## config.mk

```make
export PLATFORM = sky130hd
export DESIGN_NAME = mdu_hilo_flat
export DESIGN_NICKNAME = d
export VERILOG_FILES = /design/src/rtl/mdu_pkg.sv /design/src/rtl/mdu_hilo_if.sv /design/src/rtl/mdu_div_core.sv /design/src/rtl/mdu_hilo.sv /design/src/flat_wrapper.sv
export SDC_FILE = /design/constraint.sdc
export NUM_CORES = 2
export LEC_CHECK = 0
export ABC_CLOCK_PERIOD_IN_PS = 22700
export CAP_MARGIN = 20
export CORE_UTILIZATION = 30
export DETAILED_ROUTE_END_ITERATION = 10
export PLACE_DENSITY = 0.55
export SYNTH_ARGS = -nofsm -noshare
export SYNTH_HDL_FRONTEND = slang
export SYNTH_HIERARCHICAL = 1
export SYNTH_SLANG_ARGS = --single-unit
export TNS_END_PERCENT = 1
```

## constraint.sdc

```tcl
create_clock -name clk -period 22.7 [get_ports clk]
set_input_delay 4.54 -clock clk [delete_from_list [all_inputs] [get_ports clk]]
set_output_delay 4.54 -clock clk [all_outputs]
set_load 0.005 [all_outputs]
```

## src/rtl/mdu_pkg.sv

```systemverilog
// Shared op encodings, FSM state type and decode helpers for the HI/LO multiply/divide unit.
package mdu_pkg;

    localparam logic [3:0] OP_MULT  = 4'd0;
    localparam logic [3:0] OP_MULTU = 4'd1;
    localparam logic [3:0] OP_MADD  = 4'd2;
    localparam logic [3:0] OP_MADDU = 4'd3;
    localparam logic [3:0] OP_MSUB  = 4'd4;
    localparam logic [3:0] OP_MSUBU = 4'd5;
    localparam logic [3:0] OP_DIV   = 4'd6;
    localparam logic [3:0] OP_DIVU  = 4'd7;
    localparam logic [3:0] OP_MTHI  = 4'd8;
    localparam logic [3:0] OP_MTLO  = 4'd9;

    localparam int unsigned DIV_ITERS = 32;

    typedef enum logic [1:0] {StIdle, StMulRun, StDivRun, StWrite} state_e;

    function automatic logic is_mul_op(input logic [3:0] op);
        return op inside {OP_MULT, OP_MULTU, OP_MADD, OP_MADDU, OP_MSUB, OP_MSUBU};
    endfunction

    function automatic logic is_div_op(input logic [3:0] op);
        return op inside {OP_DIV, OP_DIVU};
    endfunction

    function automatic logic is_signed_op(input logic [3:0] op);
        return op inside {OP_MULT, OP_MADD, OP_MSUB, OP_DIV};
    endfunction

endpackage

```

## src/rtl/mdu_hilo_if.sv

```systemverilog
// Issue/result bundle between the EX-stage decoder and the multiply/divide unit.
interface mdu_hilo_if;
    logic        start;
    logic [3:0]  op;
    logic [31:0] a;
    logic [31:0] b;
    logic        flush;
    logic        busy;
    logic [31:0] hi;
    logic [31:0] lo;

    modport master (output start, op, a, b, flush, input busy, hi, lo);
    modport slave  (input start, op, a, b, flush, output busy, hi, lo);
endinterface

```

## src/rtl/mdu_div_core.sv

```systemverilog
// Iterative restoring divider: one quotient bit per cycle on operand magnitudes, sign-fixed output.
module mdu_div_core
    import mdu_pkg::*;
(
    input  logic        clk,
    input  logic        rst,
    input  logic        load_i,
    input  logic [31:0] dividend_i,
    input  logic [31:0] divisor_i,
    input  logic        signed_i,
    input  logic        flush_i,
    output logic [31:0] quotient_o,
    output logic [31:0] remainder_o,
    output logic        done_o,
    output logic        div0_o
);

    logic        run_q, run_d;
    logic [4:0]  cnt_q, cnt_d;
    logic [31:0] quo_q, quo_d;
    logic [31:0] rem_q, rem_d;
    logic [31:0] dsr_q, dsr_d;
    logic        negq_q, negq_d;
    logic        negr_q, negr_d;
    logic        div0_q, div0_d;
    logic [32:0] rem_sh;

    always_comb begin
        run_d  = run_q;
        cnt_d  = cnt_q;
        quo_d  = quo_q;
        rem_d  = rem_q;
        dsr_d  = dsr_q;
        negq_d = negq_q;
        negr_d = negr_q;
        div0_d = div0_q;
        // quo_q holds the shrinking dividend in its upper bits and the quotient in its lower bits
        rem_sh = {rem_q, quo_q[31]};
        if (load_i) begin
            run_d  = 1'b1;
            cnt_d  = '0;
            rem_d  = '0;
            quo_d  = (signed_i && dividend_i[31]) ? -dividend_i : dividend_i;
            dsr_d  = (signed_i && divisor_i[31]) ? -divisor_i : divisor_i;
            negq_d = signed_i & (dividend_i[31] ^ divisor_i[31]);
            negr_d = signed_i & dividend_i[31];
            div0_d = (divisor_i == '0);
        end else if (flush_i) begin
            run_d = 1'b0;
        end else if (run_q) begin
            if (rem_sh >= {1'b0, dsr_q}) begin
                rem_d = 32'(rem_sh - {1'b0, dsr_q});
                quo_d = {quo_q[30:0], 1'b1};
            end else begin
                rem_d = rem_sh[31:0];
                quo_d = {quo_q[30:0], 1'b0};
            end
            cnt_d = cnt_q + 5'd1;
            if (cnt_q == 5'(DIV_ITERS - 1)) run_d = 1'b0;
        end
    end

    always_ff @(posedge clk) begin
        if (rst) begin
            run_q  <= 1'b0;
            cnt_q  <= '0;
            quo_q  <= '0;
            rem_q  <= '0;
            dsr_q  <= '0;
            negq_q <= 1'b0;
            negr_q <= 1'b0;
            div0_q <= 1'b0;
        end else begin
            run_q  <= run_d;
            cnt_q  <= cnt_d;
            quo_q  <= quo_d;
            rem_q  <= rem_d;
            dsr_q  <= dsr_d;
            negq_q <= negq_d;
            negr_q <= negr_d;
            div0_q <= div0_d;
        end
    end

    // done marks the cycle performing the final iteration; results are settled the cycle after
    assign done_o      = run_q && (cnt_q == 5'(DIV_ITERS - 1));
    assign quotient_o  = negq_q ? -quo_q : quo_q;
    assign remainder_o = negr_q ? -rem_q : rem_q;
    assign div0_o      = div0_q;

endmodule

```

## src/rtl/mdu_hilo.sv

```systemverilog
// Multi-cycle multiply/divide unit owning HI/LO: FSM, multiply/accumulate path and commit logic.
module mdu_hilo
    import mdu_pkg::*;
#(
    parameter int unsigned MUL_CYCLES = 3,
    parameter int unsigned DATA_W     = 32
) (
    input  logic       clk,
    input  logic       rst,
    mdu_hilo_if.slave  mdu_io
);

    state_e              state_q, state_d;
    logic [3:0]          op_q, op_d;
    logic [DATA_W-1:0]   a_q, a_d, b_q, b_d;
    logic [DATA_W-1:0]   hi_q, hi_d, lo_q, lo_d;
    logic [2:0]          mul_cnt_q, mul_cnt_d;
    logic                accept, div_load, sgn;
    logic [2*DATA_W-1:0] a_ext, b_ext, prod, acc;
    logic [31:0]         div_quo, div_rem;
    logic                div_done, div0;

    assign accept   = (state_q == StIdle) && mdu_io.start && !mdu_io.flush;
    assign div_load = accept && is_div_op(mdu_io.op);

    mdu_div_core u_div (
        .clk         (clk),
        .rst         (rst),
        .load_i      (div_load),
        .dividend_i  (mdu_io.a),
        .divisor_i   (mdu_io.b),
        .signed_i    (mdu_io.op == OP_DIV),
        .flush_i     (mdu_io.flush),
        .quotient_o  (div_quo),
        .remainder_o (div_rem),
        .done_o      (div_done),
        .div0_o      (div0)
    );

    always_comb begin
        state_d   = state_q;
        op_d      = op_q;
        a_d       = a_q;
        b_d       = b_q;
        hi_d      = hi_q;
        lo_d      = lo_q;
        mul_cnt_d = mul_cnt_q;
        // Sign-extending to full width makes the low 2*DATA_W bits of one multiply serve both kinds
        sgn       = is_signed_op(op_q);
        a_ext     = {{DATA_W{sgn & a_q[DATA_W-1]}}, a_q};
        b_ext     = {{DATA_W{sgn & b_q[DATA_W-1]}}, b_q};
        prod      = a_ext * b_ext;
        acc       = {hi_q, lo_q};
        unique case (state_q)
            StIdle: begin
                if (accept) begin
                    if (mdu_io.op == OP_MTHI) begin
                        hi_d = mdu_io.a;
                    end else if (mdu_io.op == OP_MTLO) begin
                        lo_d = mdu_io.a;
                    end else if (is_mul_op(mdu_io.op)) begin
                        state_d   = StMulRun;
                        op_d      = mdu_io.op;
                        a_d       = mdu_io.a;
                        b_d       = mdu_io.b;
                        mul_cnt_d = '0;
                    end else if (is_div_op(mdu_io.op)) begin
                        state_d = StDivRun;
                        op_d    = mdu_io.op;
                    end
                end
            end
            StMulRun: begin
                mul_cnt_d = mul_cnt_q + 3'd1;
                if (mul_cnt_q == 3'(MUL_CYCLES - 1)) state_d = StWrite;
            end
            StDivRun: begin
                if (div_done) state_d = StWrite;
            end
            StWrite: begin
                state_d = StIdle;
                if (!mdu_io.flush) begin
                    unique case (op_q)
                        OP_MULT, OP_MULTU: {hi_d, lo_d} = prod;
                        OP_MADD, OP_MADDU: {hi_d, lo_d} = acc + prod;
                        OP_MSUB, OP_MSUBU: {hi_d, lo_d} = acc - prod;
                        default: begin
                            if (!div0) begin
                                hi_d = div_rem;
                                lo_d = div_quo;
                            end
                        end
                    endcase
                end
            end
            default: state_d = StIdle;
        endcase
        if (mdu_io.flush && state_q != StIdle) state_d = StIdle;
    end

    always_ff @(posedge clk) begin
        if (rst) begin
            state_q   <= StIdle;
            op_q      <= '0;
            a_q       <= '0;
            b_q       <= '0;
            hi_q      <= '0;
            lo_q      <= '0;
            mul_cnt_q <= '0;
        end else begin
            state_q   <= state_d;
            op_q      <= op_d;
            a_q       <= a_d;
            b_q       <= b_d;
            hi_q      <= hi_d;
            lo_q      <= lo_d;
            mul_cnt_q <= mul_cnt_d;
        end
    end

    assign mdu_io.busy = (state_q != StIdle);
    assign mdu_io.hi   = hi_q;
    assign mdu_io.lo   = lo_q;

endmodule

```

## src/flat_wrapper.sv

```systemverilog
// flat-port wrapper written by rule: the top's interface ports become plain ports
module mdu_hilo_flat import mdu_pkg::*;
#(
    parameter int unsigned MUL_CYCLES = 3,
    parameter int unsigned DATA_W     = 32
)
  (clk, rst, mdu_io_start, mdu_io_op, mdu_io_a, mdu_io_b, mdu_io_flush, mdu_io_busy, mdu_io_hi, mdu_io_lo);
  mdu_hilo_if mdu_io_i ();
  input  logic clk;
  input  logic rst;
  input wire logic [$bits(mdu_io_i.start)-1:0] mdu_io_start;
  input wire logic [$bits(mdu_io_i.op)-1:0] mdu_io_op;
  input wire logic [$bits(mdu_io_i.a)-1:0] mdu_io_a;
  input wire logic [$bits(mdu_io_i.b)-1:0] mdu_io_b;
  input wire logic [$bits(mdu_io_i.flush)-1:0] mdu_io_flush;
  output wire logic [$bits(mdu_io_i.busy)-1:0] mdu_io_busy;
  output wire logic [$bits(mdu_io_i.hi)-1:0] mdu_io_hi;
  output wire logic [$bits(mdu_io_i.lo)-1:0] mdu_io_lo;
  assign mdu_io_i.start = mdu_io_start;
  assign mdu_io_i.op = mdu_io_op;
  assign mdu_io_i.a = mdu_io_a;
  assign mdu_io_i.b = mdu_io_b;
  assign mdu_io_i.flush = mdu_io_flush;
  assign mdu_io_busy = mdu_io_i.busy;
  assign mdu_io_hi = mdu_io_i.hi;
  assign mdu_io_lo = mdu_io_i.lo;
  mdu_hilo #(.MUL_CYCLES(MUL_CYCLES), .DATA_W(DATA_W)) u_core (.clk(clk), .rst(rst), .mdu_io(mdu_io_i));
endmodule
```

==> results by stage <==
Finish:
- After the last flow step, the layout net total stands at 8940.
- The area growth from synthesis to final layout is 8.289%.
- The share of the core filled with cells in the final layout is 32.73%.
- The fraction of layout instances using a drive strength above 1 is 3.416%.
- The layout has 21383 filler cells.
- The count of cells in the finished layout, fillers not included, comes to 10052.

Run:
- The max-cap check violation count is 0.

Logic synthesis:
- The synthesized design contains 0 enable-type register cells.
- Of the post-synthesis cell area, the dominant cell type holds 36.89%.
- The sequential-to-total area share from yosys stat is 7.915%.
- The count of state elements after synthesis is 242.
- The synthesized instance count is 7515.
- The most used flip-flop cell after synthesis is dfxtp_1.
- The commonest cells after synthesis are inv_1 (1274), nand2_1 (1186), fa_1 (1128).
- The dominant cell by count in the synthesized netlist is inv_1.
- The cell area that synthesis handed to floorplanning was 61210 um^2.
- The biggest area contributor in the post-synthesis netlist is fa_1.
- The post-synthesis area per instance is 8.145 um^2.
- In the post-synthesis netlist, the biggest area contributors are fa_1 (37%), dfxtp_1 (7.9%), ha_1 (7.9%).
- Counting every net in the synthesized netlist gives 9102.
- The synthesized netlist contains 100 unique library cells.
- During synthesis, Yosys emitted a total of 6 warnings.
- The share of async-settable or async-resettable flops after synthesis is 0%.

Clock network:
- The buffers inserted during post-CTS setup optimization is 0.
- The deepest clock path buffer count is 3.
- The clock drives 242 sinks.
- Buffers inserted during clock tree synthesis total 36.
- Post-CTS repair changed the size of 0 cells.
- The clock-pin transition on the worst setup and hold timing paths is 0.06 ns.
- The clock tree root driver cell is clkbuf_16.
- The CTS tree is done.
- The number of hold buffers added after cts is 0.
- The later pin in the worst-skew pair is clocked with a latency of 0.60 ns.
- In this run the number of H-tree levels came out at 2.

Critical path:
- The master of the slowest instance on the critical path is a211oi_1.
- The number of cells on the worst reg-to-reg path is 37.
- In this run the worst setup path begins at u_core/op_q[3]$_SDFFE_PP0P_.
- The endpoint of the worst setup timing path is u_core/mdu_io.hi[26]$_SDFFE_PP0P_.
- The maximum fanout along the worst path is 23.
- The critical path arrival is 14.05 ns.
- The critical path contains buffers and inverters numbering 9 combined.
- The critical path crosses 37 cells after its start point.
- The endpoint of the worst-slack reg-to-reg timing path is u_core/mdu_io.hi[26]$_SDFFE_PP0P_.
- The category of the most critical setup path is register to register.
- The cell repeated most along the worst path is fa_1.
- The kind of cell with the highest combined delay on the critical path is adder cells.
- The data required time of the critical path is 23.23 ns.
- STA classifies the critical path endpoint as a register.
- The kind of launch point of the worst setup path is a register.
- The critical path's largest stage delay is 0.95 ns.
- The register-to-register setup slack is 9.18 ns.
- The critical register-to-register path startpoint is u_core/op_q[3]$_SDFFE_PP0P_.

Worst hold path:
- The worst hold path belongs to the class register to register.
- The startpoint of the lowest-slack hold path is u_core/a_q[6]$_SDFFE_PP0P_.

Timing:
- The worst-case headroom to the max-slew limit is 19.74%.
- The number of failing setup endpoints in the final timing report is 0.
- The slew at the pin with the worst max-slew slack is 1.197 ns.
- The final number of max-transition violations was 0.
- The worst path needs 13.52 ns of the cycle, external delays included.
- For the final routed database, the setup TNS stands at 0 ns.
- Across all setup checks in the final design, the least slack found is 9.182 ns.
- Clock skew on the completed layout was measured at 0.02849 ns.
- The hold violation count in the final report is 0.
- The final cycle utilization of the critical path is 59.55%.
- Setup repair after global routing left no endpoint under its margin.
- Derived from the worst setup path, the maximum achievable clock frequency is 73.98 MHz.

Floorplan:
- The initialized floorplan defines 165 standard-cell rows.
- The I/O pin count is 137.
- The full die area is 205800 um^2.
- The core footprint is 202500 um^2.
- From left edge to right edge, the die measures 453.7 um.
- Once the floorplan was initialized, standard cells occupied 30.22% of the core.
- The height of the die is 453.7 um.

Global routing:
- The largest net degree at the start of global routing is 82.
- The aggregate global-route resource usage is 21.83%.
- Global routing finished with a remaining overflow of 0.
- The first-pass GRT wire length is 342.2 mm.
- The number of global-route vias before repair is 54446.
- The number of antenna violations at the first check in global routing was 9.

Placed design:
- In this run the tool buffered the top-level ports with 136 buffer cells.
- The post-placement cell count is 9985.
- The routability congestion estimate from global placement is 0.9911.
- The worst setup slack after placement is 9.728 ns.
- The total half-perimeter wirelength after legalization and detailed placement is 181.8 mm.

Drt:
- Wires add up to 226.0 mm.
- The routed layout has 53125 vias.
- In this run, the number of DRC markers left after iteration 0 of detailed routing was 4435.
- In the final routed layout, each cell accounts on average for 22.48 um.
- Before antenna repair, the detailed router went through 8 iterations.
- Once detail routing completed, the nets flagged for antenna violations numbered 0.
- The number of vias per cell is 5.285.
- For this run, design rule violations remaining after detail routing come to 0.

Pwr:
- The worst-case IR drop observed on VDD is 0.00005057 V.
- The leakage power is 0.02783 uW.
- The power density normalized to cell area is 41.81 nW/um^2.

Run status:
- The flow ran to the end, and the final reports show no timing, DRC or antenna violations.
[cell type report]
type | count | area, um^2 | area share (%)
well taps | 2672 | 3343 | 5.044
flip-flops and latches | 242 | 4848 | 7.315
clock inverters | 17 | 168.9 | 0.2548
diodes | 2 | 5.005 | 0.007551
clock buffers | 46 | 1008 | 1.522
repair buffers | 246 | 2193 | 3.309
inverters | 1279 | 4801 | 7.243
multi-input cells | 5548 | 49910 | 75.30
[worst min-delay path, delay by kind of cell, from the launching register on]
family,cells,cell delay (ns)
DFF,1,0.31
and+or+nand+nor,1,0.05
AOI/OAI and AO/OA,1,0.05
[worst min path at each step]
stage | to | slack [ns] | cells after the start
floorplan | u_core/u_div/cnt_q[4]$_SDFFE_PP0P_ | 0.44 | 2
global placement | u_core/a_q[9]$_SDFFE_PP0P_ | 0.44 | 2
detailed placement | u_core/a_q[6]$_SDFFE_PP0P_ | 0.45 | 2
CTS | u_core/a_q[6]$_SDFFE_PP0P_ | 0.46 | 2
global route | u_core/a_q[8]$_SDFFE_PP0P_ | 0.48 | 2
finish | u_core/a_q[6]$_SDFFE_PP0P_ | 0.46 | 2
[per-layer routing]
metal	vias up	global-route usage [%]	wire (um)
met2	1902	36.08	106300
li1	23591	-	-
met1	27249	28.63	94980
met5	-	0	20
met3	379	3.282	14780
met4	4	8.256	9877
[flip-flops by register name, summed over array words and instances (netlist names)]
register and cells:
u_core/op_q 4, u_core/u_div/div0_o 1, u_core/u_div/dsr_q 32, u_core/u_div/quo_q 32
u_core/mul_cnt_q 3, u_core/u_div/negq_q 1, u_core/mdu_io.lo 32, u_core/u_div/cnt_q 5
u_core/state_q 2, u_core/mdu_io.hi 32, u_core/a_q 32, u_core/u_div/run_q 1
u_core/u_div/rem_q 32, u_core/b_q 32, u_core/u_div/negr_q 1
[cells by family (layout without fill, tap and decap cells)]
family	count (synthesis)	after routing	synth area share, %
muxes	36	36	0.5908
and+or+nand+nor	2322	2322	17.35
xor gates and xnor gates	288	288	4.133
adders and majority gates	1515	1515	44.80
other	0	2	0
DFF	242	242	7.915
AOI/OAI and AO/OA	1387	1387	14.56
buffers and inverters	1725	1588	10.64
[power breakdown]
part | switching (uW) | total, uW | internal (uW)
Clock | 255 | 585 | 330
Combinational | 1120 | 1680 | 570
Sequential | 50.4 | 501 | 451
Total | 1420 | 2770 | 1350
[placed cells by master, fill, tap and decap left out, types with 61 or more instances in the layout]
cell type	netlist	final
a21o_1	65	65
and2_1	296	296
o21ai_0	266	266
a21oi_1	469	468
buf_4	2	108
nand3_1	61	61
nor3_1	80	80
clkdlybuf4s50_1	0	135
fa_1	1128	1128
nor2_1	381	376
ha_1	387	386
a211oi_1	82	82
inv_1	1274	1274
xor2_1	80	80
nand2_1	1186	1184
xnor2_1	207	207
dfxtp_1	242	239
[metrics by stage]
| step | hold WS (ns) | total power, uW | area, um^2 |
|---|---|---|---|
| floorplan | 0.4406 | 1558 | 61210 |
| global placement | 0.4431 | 2157 | 65080 |
| detailed placement | 0.4528 | 2151 | 65080 |
| CTS | 0.4618 | 2748 | 66260 |
| global route | 0.4843 | 2909 | 66280 |
| finish | 0.4584 | 2771 | 66280 |
No activity file was read; power rests on OpenSTA's default activity.
